## src/rtl/mdrp_responder.sv

```systemverilog
// PLL-side responder for the 2-bit-opcode dynamic reconfiguration port.
// Byte register file with auto-incrementing pointer plus an emulated PLL lock.
module mdrp_responder #(
  parameter int ADDR_W       = 4,
  parameter int MULT_ADDR    = 3,
  parameter int MULT_DEFAULT = 37,
  parameter int LOCK_CYCLES  = 64
) (
  input  logic       mdclk,
  input  logic       rstn,
  input  logic       reset,
  input  logic [1:0] mdopc,
  input  logic       mdainc,
  input  logic [7:0] mdwdi,
  output logic [7:0] mdrdo,
  output logic       lock,
  output logic [7:0] mult
);

  localparam int DEPTH = 1 << ADDR_W;
  localparam int CNT_W = $clog2(LOCK_CYCLES + 1);

  localparam logic [ADDR_W-1:0] MULT_IDX  = ADDR_W'(MULT_ADDR);
  localparam logic [7:0]        MULT_RST  = 8'(MULT_DEFAULT);
  localparam logic [CNT_W-1:0]  CNT_LAST  = CNT_W'(LOCK_CYCLES - 1);

  typedef enum logic [1:0] {
    OPC_NOP   = 2'b00,
    OPC_WRITE = 2'b01,
    OPC_READ  = 2'b10,
    OPC_RSVD  = 2'b11
  } opcode_e;

  typedef enum logic {
    ST_UNLOCKED = 1'b0,
    ST_LOCKED   = 1'b1
  } lock_state_e;

  opcode_e           opc;
  logic              wr_en;
  logic              rd_en;
  logic              lock_loss;

  logic [ADDR_W-1:0] addr_q;
  logic [7:0]        regs_q [DEPTH];
  logic [7:0]        mdrdo_q;
  logic [7:0]        mult_q;

  lock_state_e       state_q, state_d;
  logic [CNT_W-1:0]  cnt_q, cnt_d;

  assign opc   = opcode_e'(mdopc);
  assign wr_en = (opc == OPC_WRITE);
  assign rd_en = (opc == OPC_READ);

  // mult_q mirrors regs_q[MULT_IDX], so it serves as the "current value" for
  // detecting a multiplier change without another read port.
  assign lock_loss = reset || (wr_en && (addr_q == MULT_IDX) && (mdwdi != mult_q));

  // Address pointer: every opcode, including NOP and reserved, honours mdainc.
  // NOTE: sequential state uses non-blocking assignments so every register
  // samples the pre-edge values of its neighbours.
  always_ff @(posedge mdclk or negedge rstn) begin
    if (!rstn) begin
      addr_q <= '0;
    end else if (mdainc) begin
      addr_q <= addr_q + 1'b1;
    end
  end

  // NOTE: the register file carries a full reset because reads of untouched
  // entries must return zero after rstn; this forces flops rather than RAM.
  always_ff @(posedge mdclk or negedge rstn) begin
    if (!rstn) begin
      for (int i = 0; i < DEPTH; i++) begin
        regs_q[i] <= (i == MULT_ADDR) ? MULT_RST : 8'h00;
      end
      mult_q <= MULT_RST;
    end else if (wr_en) begin
      regs_q[addr_q] <= mdwdi;
      if (addr_q == MULT_IDX) begin
        mult_q <= mdwdi;
      end
    end
  end

  // Read data has one cycle of latency and holds on every non-READ cycle.
  always_ff @(posedge mdclk or negedge rstn) begin
    if (!rstn) begin
      mdrdo_q <= 8'h00;
    end else if (rd_en) begin
      mdrdo_q <= regs_q[addr_q];
    end
  end

  always_ff @(posedge mdclk or negedge rstn) begin
    if (!rstn) begin
      state_q <= ST_UNLOCKED;
      cnt_q   <= '0;
    end else begin
      state_q <= state_d;
      cnt_q   <= cnt_d;
    end
  end

  // Lock rises on the edge where cnt_q already equals LOCK_CYCLES-1, which
  // places it exactly LOCK_CYCLES edges after the last lock-loss cycle.
  // NOTE: defaults are assigned first so no path through the block leaves a
  // variable unassigned, which would otherwise infer a latch.
  always_comb begin
    state_d = state_q;
    cnt_d   = cnt_q;
    if (lock_loss) begin
      state_d = ST_UNLOCKED;
      cnt_d   = '0;
    end else begin
      unique case (state_q)
        ST_UNLOCKED: begin
          if (cnt_q == CNT_LAST) begin
            state_d = ST_LOCKED;
          end else begin
            cnt_d = cnt_q + 1'b1;
          end
        end
        ST_LOCKED: begin
          state_d = ST_LOCKED;
        end
        default: begin
          state_d = ST_UNLOCKED;
          cnt_d   = '0;
        end
      endcase
    end
  end

  assign mdrdo = mdrdo_q;
  assign mult  = mult_q;
  assign lock  = (state_q == ST_LOCKED);

endmodule

```

## config.mk

```make
export PLATFORM = sky130hd
export DESIGN_NAME = mdrp_responder
export DESIGN_NICKNAME = d
export VERILOG_FILES = /design/src/rtl/mdrp_responder.sv
export SDC_FILE = /design/constraint.sdc
export NUM_CORES = 1
export LEC_CHECK = 0
export ABC_AREA = 1
export ABC_CLOCK_PERIOD_IN_PS = 2100
export CELL_PAD_IN_SITES_DETAIL_PLACEMENT = 0
export CELL_PAD_IN_SITES_GLOBAL_PLACEMENT = 1
export CORE_ASPECT_RATIO = 1.2
export CORE_MARGIN = 10
export CORE_UTILIZATION = 45
export CTS_CLUSTER_DIAMETER = 50
export CTS_CLUSTER_SIZE = 28
export DETAILED_ROUTE_END_ITERATION = 16
export PLACE_DENSITY_LB_ADDON = 0.1
export SETUP_SLACK_MARGIN = 0.02
export SLEW_MARGIN = 30
export SYNTH_ARGS = -nofsm -noshare
export SYNTH_HDL_FRONTEND = slang
export SYNTH_SLANG_ARGS = --single-unit
```

## constraint.sdc

```tcl
create_clock -name mdclk -period 2.1 [get_ports mdclk]
set_input_delay 0.42 -clock mdclk [delete_from_list [all_inputs] [get_ports mdclk]]
set_output_delay 0.42 -clock mdclk [all_outputs]
set_load 0.05 [all_outputs]
```

==> impl_results.md <==
- Setup slack, reg-to-reg: 0.34 ns
- ANT cells: 0
- Grt ovf: 0
- Critical path's largest stage delay: 0.81 ns
- Largest net degree at the start of global routing: 70
- Layout area overhead: 16.3%
- Vias in the first global route: 5803
- Cell count along the critical path: 1
- Pre-antenna DRT Iters: 5
- Register bit total from synthesis: 148
- Leakage: 0.00405 uW
- Post-CTS setup buffer count: 0
- Slew HR: about two thirds
- Syn nets: just under 1000
- CTS Sinks: 148
- DR vias: 5997
- DRC: 0
- Setup CP Type: register to output port
- Vias per Instance: 5.02
- CTS Root Cell: clkbuf_16
- # setup viols final: 0
- Routability cong.: just over 0.8
- Worst path slowest cell: clkdlybuf4s50_1
- Clk_skew: 0.00764 ns
- Synthesis Warnings: 0
- Deepest clock path buffer count: 2
- First-pass GRT wire length: 31800 um
- Core Box Area: 15800 um^2
- Worst EP arrival: 1.59 ns
- Die extent in x: 136 um
- Initial antenna violation count: 0
- Nets: 993
- Hold Path Stages: 2
- Syn avg cell area: 7.69 um^2
- Post-Synthesis Cells: 946
- Share of layout cells above drive strength 1: approximately 8.6%
- Synth unique cells: 20
- RSZ-0062 raised after global routing: false
- Initial DRC Count: 467
- Clk Latency, worst-skew pair: 0.42 ns
- Seq/Total Area, Yosys: 50.9%
- Worst hold path class: register to register
- Antenna Nets Post-Route: 0
- H-tree lvl count: 4
- Dpl cells: 1162
- Crit-path cells: clkdlybuf4s50_1
- Routed WL: 19900 um
- Final hold viol count: 0
- Die outline area: 21700 um^2
- PD cells: between 1500 and 2000 nW/um^2
- Worst Path Max Fanout: 2
- CP startpoint kind: register
- Status: finished, final reports clean
- Crit end category: output port
- CTS tree: built
- Slew @ Worst Pin: ~0.52 ns
- DP HPWL: 13700 um
- Largest delay share family, worst path: buffers and inverters
- Cells on worst reg2reg path: 6
- Drt wl/cell: 16.7 um
- Buf/Inv on CP: 1
- Tot Pwr: 13800 uW
- Site row count: 50
- Top Ports: 31
- Final worst path period share: 95.7%
- TritonCTS buffer count: 17
- Port-buffer cells: 30
- Final min period: 2.01 ns
- CTS clk-pin slew, worst paths: 0.06 ns
- Fmax: 498 MHz
- Mapped cell area: 7280 um^2
- Slew Limit Fails: 0
- Peak supply drop: 0.723 mV
- Data required, critical path: 1.68 ns
- Initial Utilization: 46.2%
- Die Ht: 159 um
- Max-cap violations: 0
- Total GRT Usage: 18.7%
- Final Instance Count excl. Fillers: around 1200
- Hold Worst Slack: 0.485 ns
cells in the final DEF (no fill, tap or decap), types with 2 or more instances in the layout:
master,count
dlygate4sd2_1,6
clkdlybuf4s50_1,20
xor2_1,3
o21ai_0,105
clkinvlp_4,2
xnor2_1,6
ha_1,5
nand2_1,285
dfrtp_1,144
clkinv_1,4
nor2_4,13
buf_4,33
inv_2,2
buf_12,4
clkbuf_16,17
a21oi_1,42
clkbuf_1,3
inv_1,101
nor2_1,94
dfstp_2,3
clkinv_2,3
nand3_1,79
bufinv_16,5
Yosys cell counts (all sizes together):
| master | count | area [um^2] |
|---|---|---|
| o21ai | 105 | 526 |
| nor3 | 1 | 5.00 |
| nor2 | 107 | 499 |
| o21bai | 1 | 7.51 |
| dfrtp | 145 | 3630 |
| ha | 5 | 62.6 |
| clkinv | 4 | 15.0 |
| xnor2 | 6 | 52.6 |
| nand3 | 79 | 395 |
| a21oi | 42 | 210 |
| buf | 37 | 238 |
| clkbuf | 19 | 71.3 |
| nand2 | 285 | 1070 |
| inv | 103 | 387 |
| xor2 | 3 | 26.3 |
| nand4 | 1 | 6.26 |
| dfstp | 3 | 78.8 |
worst reg2reg max path: stages (launching register included):
cell	delay, ns
dfrtp_1	0.39
buf_4	0.22
ha_1	0.24
nand2_1	0.23
nor2_4	0.39
nand2_1	0.11
o21ai_0	0.09
layer usage:
| metal | routed length, um | vias up | track usage [%] |
|---|---|---|---|
| met3 | 751 | 31 | 3.50 |
| met4 | 703 | 0 | 8.97 |
| li1 | - | 2987 | - |
| met2 | 8940 | 124 | 27.2 |
| met5 | 0 | - | 0 |
| met1 | 9520 | 2855 | 26.1 |
stage by stage:
step           worst slack, ns  util [%]  setup TNS [ns]  area, um^2
2_1_floorplan            0.268         -               0        7280
3_3_place_gp            0.0492      49.7               0        7830
3_5_place_dp          -0.00870      49.7        -0.00870        7830
4_1_cts                 0.0569      53.7               0        8460
5_1_grt                 0.0254      53.7               0        8460
6_report                0.0903      53.7               0        8460
power by group:
group / leakage (uW) / internal [uW] / total, uW / switching [uW]
combinational: 0.00200 / 1890 / 5600 / 3720
sequential: 0.00175 / 4200 / 4870 / 668
clock: 0.000303 / 2130 / 3290 / 1160
total: 0.00405 / 8210 / 13800 / 5540
repair_timing:
action	CTS	global route
endpoints found under the setup margin	6	0
hold buffers	1	0
endpoints found under the hold margin	43	0
gates resized for setup	6	0
area by class of cell:
| type | instances | area (um^2) |
|---|---|---|
| Fill cell | 1546 | 7300 |
| Sequential cell | 148 | 3710 |
| Multi-Input combinational cell | 635 | 2860 |
| Timing Repair Buffer | 65 | 602 |
| Clock buffer | 21 | 450 |
| Inverter | 107 | 402 |
| Tap cell | 208 | 260 |
| Clock inverter | 10 | 180 |
cells by family (layout without fill, tap and decap cells):
group / Yosys count / after routing / synth area share [%]
AO/OA/AOI/OAI: 148 / 148 / 10.2
buffers and inverters: 163 / 203 / 9.76
AND/OR/NAND/NOR: 473 / 473 / 27.1
adder cells (fa/ha/maj): 5 / 5 / 0.860
flip-flops: 148 / 148 / 50.9
XOR/XNOR: 9 / 9 / 1.08
state kept, by name (all words and copies together) (netlist names):
| signal | flops |
|---|---|
| mdrdo | 8 |
| addr_q | 4 |
| regs_q | 121 |
| mult | 7 |
| lock | 1 |
| cnt_q | 7 |
worst paths after layout:
kind / from / end
setup / recovery: mdrdo[6] / mdrdo[6]
hold / removal: regs_q[123] / regs_q[123]
setup reg to reg: addr_q[1] / regs_q[66]
hold reg to reg: regs_q[123] / regs_q[123]
max in group asynchronous: rstn / regs_q[85]
min in group asynchronous: rstn / cnt_q[4]
No activity file was read; power rests on OpenSTA's default activity.
